===== src/rtl/cmp_seq_ctrl_if.sv =====
// Request/result bundle between a datapath and cmp_seq_ctrl.
// The master drives start with the operands. The slave (cmp_seq_ctrl)
// returns busy, the done pulse and the held result flags.
interface cmp_seq_ctrl_if #(
  parameter int unsigned SLICE_W = 16,
  parameter int unsigned NSLICE  = 4
);
  logic                        start;
  logic [SLICE_W*NSLICE-1:0]   op_a;
  logic [SLICE_W*NSLICE-1:0]   op_b;
  logic                        busy;
  logic                        done;
  logic                        eq;
  logic                        lt;
  logic                        gt;
  logic                        err;

  modport master (
    output start, op_a, op_b,
    input  busy, done, eq, lt, gt, err
  );

  modport slave (
    input  start, op_a, op_b,
    output busy, done, eq, lt, gt, err
  );
endinterface


===== src/rtl/cmp_seq_ctrl.sv =====
// cmp_seq_ctrl: compares two SLICE_W*NSLICE-bit operands by streaming one
// slice per cycle through a single external 16-bit hex_comparator.
// Default build: slices are fed LSB-first, and the comparator cascade inputs
// are chained from the previous slice's result. Latency is fixed at NSLICE.
// With CMP_EARLY_EXIT_EN defined: slices are fed MSB-first, the cascade is
// held at equal, and the job ends on the first slice that differs.
module cmp_seq_ctrl #(
  parameter int unsigned SLICE_W = 16,
  parameter int unsigned NSLICE  = 4
) (
  input  logic                clk,
  input  logic                rst_n,
  cmp_seq_ctrl_if.slave       bus,
  output logic [SLICE_W-1:0]  cmp_a,
  output logic [SLICE_W-1:0]  cmp_b,
  output logic                cmp_e,
  output logic                cmp_l,
  output logic                cmp_g,
  input  logic                cmp_E,
  input  logic                cmp_L,
  input  logic                cmp_G
);

  localparam int unsigned OPW  = SLICE_W * NSLICE;
  localparam int unsigned IDXW = (NSLICE > 1) ? $clog2(NSLICE) : 1;

  localparam logic [0:0] IDLE = 1'b0;
  localparam logic [0:0] RUN  = 1'b1;

  logic [0:0]      state_q;
  logic [IDXW-1:0] idx_q;
  logic [OPW-1:0]  opa_q;
  logic [OPW-1:0]  opb_q;
  logic            eq_q;
  logic            lt_q;
  logic            gt_q;
  logic            err_q;
  logic            done_q;
`ifndef CMP_EARLY_EXIT_EN
  logic [2:0]      casc_q;
`endif

  logic            accept;
  logic            last;
  logic            finish;
  logic            res_onehot;
  logic [IDXW-1:0] sel;

  assign accept     = (state_q == IDLE) && bus.start;
  assign last       = (idx_q == IDXW'(NSLICE - 1));
  assign res_onehot = ( cmp_E & ~cmp_L & ~cmp_G) |
                      (~cmp_E &  cmp_L & ~cmp_G) |
                      (~cmp_E & ~cmp_L &  cmp_G);

`ifdef CMP_EARLY_EXIT_EN
  // MSB-first: job step idx addresses slice NSLICE-1-idx
  assign sel    = IDXW'(NSLICE - 1) - idx_q;
  assign finish = last || !cmp_E;
`else
  assign sel    = idx_q;
  assign finish = last;
`endif

  assign bus.busy = (state_q == RUN);
  assign bus.done = done_q;
  assign bus.eq   = eq_q;
  assign bus.lt   = lt_q;
  assign bus.gt   = gt_q;
  assign bus.err  = err_q;

  // Comparator feed: selected slice plus cascade inputs while running, neutral when idle
  always_comb begin
    cmp_a                 = '0;
    cmp_b                 = '0;
    {cmp_e, cmp_l, cmp_g} = 3'b100;
    if (state_q == RUN) begin
      for (int unsigned i = 0; i < NSLICE; i++) begin
        if (IDXW'(i) == sel) begin
          cmp_a = opa_q[i*SLICE_W +: SLICE_W];
          cmp_b = opb_q[i*SLICE_W +: SLICE_W];
        end
      end
`ifndef CMP_EARLY_EXIT_EN
      {cmp_e, cmp_l, cmp_g} = casc_q;
`endif
    end
  end

  // Job sequencing: accept, per-slice step, result capture and done pulse
  always_ff @(posedge clk or negedge rst_n) begin
    if (!rst_n) begin
      state_q <= IDLE;
      idx_q   <= '0;
      opa_q   <= '0;
      opb_q   <= '0;
      eq_q    <= 1'b1;
      lt_q    <= 1'b0;
      gt_q    <= 1'b0;
      err_q   <= 1'b0;
      done_q  <= 1'b0;
`ifndef CMP_EARLY_EXIT_EN
      casc_q  <= 3'b100;
`endif
    end else begin
      done_q <= 1'b0;
      if (accept) begin
        state_q <= RUN;
        idx_q   <= '0;
        opa_q   <= bus.op_a;
        opb_q   <= bus.op_b;
        err_q   <= 1'b0;
`ifndef CMP_EARLY_EXIT_EN
        casc_q  <= 3'b100;
`endif
      end else if (state_q == RUN) begin
        err_q <= err_q | ~res_onehot;
        idx_q <= idx_q + 1'b1;
`ifndef CMP_EARLY_EXIT_EN
        casc_q <= {cmp_E, cmp_L, cmp_G};
`endif
        if (finish) begin
          eq_q    <= cmp_E;
          lt_q    <= cmp_L;
          gt_q    <= cmp_G;
          done_q  <= 1'b1;
          state_q <= IDLE;
          idx_q   <= '0;
        end
      end
    end
  end

endmodule


===== src/flat_wrapper.sv =====
// flat-port wrapper written by rule: the top's interface ports become plain ports
module cmp_seq_ctrl_flat 
#(
  parameter int unsigned SLICE_W = 16,
  parameter int unsigned NSLICE  = 4
)
  (clk, rst_n, cmp_a, cmp_b, cmp_e, cmp_l, cmp_g, cmp_E, cmp_L, cmp_G, bus_start, bus_op_a, bus_op_b, bus_busy, bus_done, bus_eq, bus_lt, bus_gt, bus_err);
  cmp_seq_ctrl_if #(.SLICE_W(SLICE_W), .NSLICE(NSLICE)) bus_i ();
  input  logic clk;
  input  logic rst_n;
  output logic [SLICE_W-1:0] cmp_a;
  output logic [SLICE_W-1:0] cmp_b;
  output logic cmp_e;
  output logic cmp_l;
  output logic cmp_g;
  input  logic cmp_E;
  input  logic cmp_L;
  input  logic cmp_G;
  input wire logic [$bits(bus_i.start)-1:0] bus_start;
  input wire logic [$bits(bus_i.op_a)-1:0] bus_op_a;
  input wire logic [$bits(bus_i.op_b)-1:0] bus_op_b;
  output wire logic [$bits(bus_i.busy)-1:0] bus_busy;
  output wire logic [$bits(bus_i.done)-1:0] bus_done;
  output wire logic [$bits(bus_i.eq)-1:0] bus_eq;
  output wire logic [$bits(bus_i.lt)-1:0] bus_lt;
  output wire logic [$bits(bus_i.gt)-1:0] bus_gt;
  output wire logic [$bits(bus_i.err)-1:0] bus_err;
  assign bus_i.start = bus_start;
  assign bus_i.op_a = bus_op_a;
  assign bus_i.op_b = bus_op_b;
  assign bus_busy = bus_i.busy;
  assign bus_done = bus_i.done;
  assign bus_eq = bus_i.eq;
  assign bus_lt = bus_i.lt;
  assign bus_gt = bus_i.gt;
  assign bus_err = bus_i.err;
  cmp_seq_ctrl #(.SLICE_W(SLICE_W), .NSLICE(NSLICE)) u_core (.clk(clk), .rst_n(rst_n), .bus(bus_i), .cmp_a(cmp_a), .cmp_b(cmp_b), .cmp_e(cmp_e), .cmp_l(cmp_l), .cmp_g(cmp_g), .cmp_E(cmp_E), .cmp_L(cmp_L), .cmp_G(cmp_G));
endmodule

===== config.mk =====
export PLATFORM = sky130hd
export DESIGN_NAME = cmp_seq_ctrl_flat
export DESIGN_NICKNAME = d
export VERILOG_FILES = /design/src/rtl/cmp_seq_ctrl_if.sv /design/src/rtl/cmp_seq_ctrl.sv /design/src/flat_wrapper.sv
export SDC_FILE = /design/constraint.sdc
export NUM_CORES = 1
export LEC_CHECK = 0
export ABC_AREA = 1
export CAP_MARGIN = 10
export CORE_MARGIN = 5
export CORE_UTILIZATION = 40
export CTS_BUF_LIST = sky130_fd_sc_hd__clkbuf_4
export CTS_CLUSTER_DIAMETER = 120
export DETAILED_ROUTE_END_ITERATION = 6
export MAX_ROUTING_LAYER = met4
export PLACE_DENSITY = 0.73
export SLEW_MARGIN = 25
export SYNTH_ARGS = -nofsm -noshare
export SYNTH_HDL_FRONTEND = slang
export SYNTH_SLANG_ARGS = --single-unit
export TNS_END_PERCENT = 10

===== constraint.sdc =====
create_clock -name clk -period 2.8 [get_ports clk]
set_input_delay 0.28 -clock clk [delete_from_list [all_inputs] [get_ports clk]]
set_output_delay 0.28 -clock clk [all_outputs]
set_load 0.02 [all_outputs]

==> impl_metrics.csv <==
group,metric,value,unit
synth,synth_mux_area_share,0,%
grt,grt_first_pass_wirelength,33750,um
timing,fmax,362.2,MHz
floorplanning,die_h,138.8,um
worst_setup_path,slowest_stage,"clkdlybuf4s50_1",
grt,overflow,0,
synth,synth_seq_cells,139,
synth,yosys_warnings,0,
placement,hpwl,14720,um
cells_and_area,post-route-cell-area,0.008791,mm^2
synth,yosysTopAreaCellShare,51.70,%
placement,dpl_worst_slack,0.2966,ns
detailed_routing,drc_errors,0,
timing,worst_pin_slew,1.035,ns
synth,syn_area,0.006631,mm^2
detailed_routing,vias,6216,
worst_setup_path,cp.arrival,2.48,ns
worst_setup_path,critPathKind,"reg2out",
placement,gp_congestion,0.9063,
clock_tree,tritoncts,"built",
cells_and_area,utilization,53.58,%
timing,setup_tns,0,ns
power_and_ir_drop,p_leak,4.579,nW
worst_setup_path,path_delay_family,"buffers and inverters",
timing,relSlewSlack,31.02,%
worst_setup_path,path_max_fanout,32,
clock_tree,cts_root_buf,"clkbuf_4",
clock_tree,cts_max_path_buffers,2,
worst_setup_path,r2r_cells,4,
clock_tree,numClockSinks,139,
placement,portBuffers,174,
timing,hold_viol_final,0,
synth,syn_inst,855,
clock_tree,cts_buffers,17,
cells_and_area,finalNetCount,1139,
synth,synth_most_common_cell,"nand2_1",
status,status,"finished clean",
grt,grt_pass1_vias,6237,
worst_setup_path,r2r-end,"u_core.opb_q[7]$_DFFE_PN0P_",
clock_tree,post-cts-setup-buffers,0,
synth,synth_compound_area_share,7.868,%
power_and_ir_drop,switchingPower,4.365,mW
worst_setup_path,critPathBufInv,3,
timing,period_share,98.60,%
timing,worst_slack,0.03910,ns
floorplanning,core,0.01641,mm^2
synth,synth_edf_count,0,
synth,synth_top_family_by_area,"simple AND/OR/NAND/NOR gates",
detailed_routing,viasPerCell,5.025,
synth,synth_area_leaders,"dfrtp_1, nand2_1, nand3_1, a21oi_1, inv_1",
cells_and_area,areaGrowthSynthToFinish,32.57,%
hold_path,hp-class,"in2reg",
synth,yosysTopAreaCell,"dfrtp_1",
synth,synth_simple_gate_area_share,31.19,%
detailed_routing,drt_iter0_markers,468,
clock_tree,path_clk_slew,0.12,ns
floorplanning,io_pins,175,
synth,yosys-top-cells-count,"nand2_1, dfrtp_1, nand3_1",
worst_setup_path,setup.worst_path.end,"cmp_a[3]",
synth,syn-num-nets,993,
power_and_ir_drop,combinationalPowerShare,50.9,%
grt,track_usage,22.83,%
detailed_routing,wl,20930,um
clock_tree,htree_levels,4,
floorplanning,dieArea,0.01925,mm^2
detailed_routing,dr.pass1.iters,7,
worst_setup_path,crit_path_cell_trace,"inv_1 > ha_2 > buf_12 > a21oi_1 > nand2_1 > nand2_1 > nand2_1 > clkdlybuf4s50_1",
power_and_ir_drop,finalPower,9.627,mW
timing,skew,0.01342,ns
worst_setup_path,r2r_start,"u_core.bus.busy$_DFF_PN0_",
synth,synth.distinct_cells,19,
detailed_routing,routedWlPerCell,16.92,um
cells_and_area,finalNonFillerCells,1237,
cells_and_area,drive_gt1_share,5.523,%
timing,finalSetupViolations,0,
timing,hold_ws,0.1813,ns
clock_tree,clock_latency,0.53,ns
grt,grt_start_max_net_pins,98,
timing,rsz0062_at_grt,"yes",
power_and_ir_drop,vdd_drop_max,539.6,uV
synth,async_flop_share,100.0,%
floorplanning,start_util,40.42,%
grt,antenna_found_initial,3,
worst_setup_path,reg2reg_slack,0.88,ns
synth,ys.flop_type,"dfrtp_1",
timing,slew_viol_final,0,
detailed_routing,ant_nets,0,
synth,synthXorXnorAreaFrac,0,%
worst_setup_path,endpoint_kind,"output port",
worst_setup_path,crit_path_start,"u_core.idx_q[1]$_DFFE_PN0P_",
synth,syn_area_per_cell,7.756,um^2
worst_setup_path,start_kind,"flip-flop",
worst_setup_path,cp.depth,8,
worst_setup_path,critPathMaxStageDelay,0.60,ns
timing,finalCriticalPeriod,2.761,ns
power_and_ir_drop,internal-power,5.262,mW
power_and_ir_drop,powerDensity,1095,mW/mm^2
floorplanning,rows,47,
power_and_ir_drop,power_frac_seq,36.3,%
synth,synth.yosys.seq_area_share,52.49,%
power_and_ir_drop,swShare,45.34,%
power_and_ir_drop,clkPwrFrac,12.8,%
floorplanning,die_w,138.8,um
job,max_cap_violations,0,
worst_setup_path,cpMostUsedCell,"nand2_1",
placement,placed_cells,1201,
synth,synthAdderAreaFrac,0.7547,%
worst_setup_path,crit_required,2.52,ns
placement,placed_cell_area,0.008482,mm^2
timing repair:
action                                 in CTS  in global routing
gates resized for setup                    42                  4
setup endpoints to repair                  32                  4
hold buffers                                1                  0
endpoints found under the hold margin      55                  0
pin swaps                                   0                  1
placed cells by master, fill, tap and decap left out, drive strengths merged:
master / n
clkinvlp: 1
nand2: 342
dlymetal6s2s: 3
dfrtp: 137
dlygate4sd3: 1
clkdlybuf4s50: 141
nor2: 35
o21ai: 4
nand3: 128
a21oi: 97
diode: 3
a22o: 1
clkinv: 9
dlygate4sd2: 28
ha: 4
clkbuf: 20
bufinv: 2
dfstp: 2
buf: 16
a22oi: 1
inv: 42
registers in the layout (all words and copies together), names as in the netlist:
| signal | count |
|---|---|
| u_core.bus.eq | 1 |
| u_core.casc_q | 3 |
| u_core.bus.err | 1 |
| u_core.bus.busy | 1 |
| u_core.opa_q | 64 |
| u_core.idx_q | 2 |
| u_core.bus.gt | 1 |
| u_core.opb_q | 64 |
| u_core.bus.done | 1 |
| u_core.bus.lt | 1 |
cell type report:
| type | count | area (um^2) |
|---|---|---|
| Antenna cell | 3 | 7.507 |
| Clock inverter | 12 | 105.1 |
| Fill cell | 1589 | 7616 |
| Tap cell | 220 | 275.3 |
| Timing Repair Buffer | 189 | 1916 |
| Clock buffer | 20 | 150.1 |
| Multi-Input combinational cell | 612 | 2685 |
| Sequential cell | 139 | 3482 |
| Inverter | 42 | 170.2 |
power groups by stage:
stage	clock (mW)	sequential [mW]	combinational, mW
floorplan	0	3.37	3.16
global placement	0	3.48	5.00
detailed placement	0	3.52	5.07
CTS	1.26	3.49	4.95
global route	1.36	3.60	5.43
finish	1.23	3.49	4.90
worst min-delay path: cells and delay by family:
kind                   cells  cell delay [ns]
buffers and inverters      1             0.22
AND/OR/NAND/NOR            2             0.17
how the worst min path moves through the flow:
stage / start / to / slack (ns) / cells past startpoint
after detailed placement: rst_n / u_core.opa_q[23]$_DFFE_PN0P_ / 0.29 / 1
final: bus_start / u_core.opb_q[52]$_DFFE_PN0P_ / 0.18 / 3
after floorplan: rst_n / u_core.bus.busy$_DFF_PN0_ / -0.02 / 0
after global placement: rst_n / u_core.opa_q[23]$_DFFE_PN0P_ / 0.29 / 1
after global routing: bus_start / u_core.opb_q[51]$_DFFE_PN0P_ / 0.15 / 3
after CTS: bus_start / u_core.opb_q[52]$_DFFE_PN0P_ / 0.14 / 3
cells by family after synthesis:
group,Yosys count
compound gates,103
fa+ha+maj,4
buf+inv,104
flops,139
simple gates,505
routing by layer:
| metal | part of all wire, % | global-route usage, % | vias to the layer above |
|---|---|---|---|
| met3 | 7.5 | 6.241 | 27 |
| met1 | 42 | 29.01 | 2902 |
| met2 | 49 | 36.23 | 262 |
| met5 | 0 | - | - |
| li1 | - | - | 3025 |
| met4 | 1.8 | 6.385 | 0 |
Note: power is estimated with default switching activity, not from simulation.
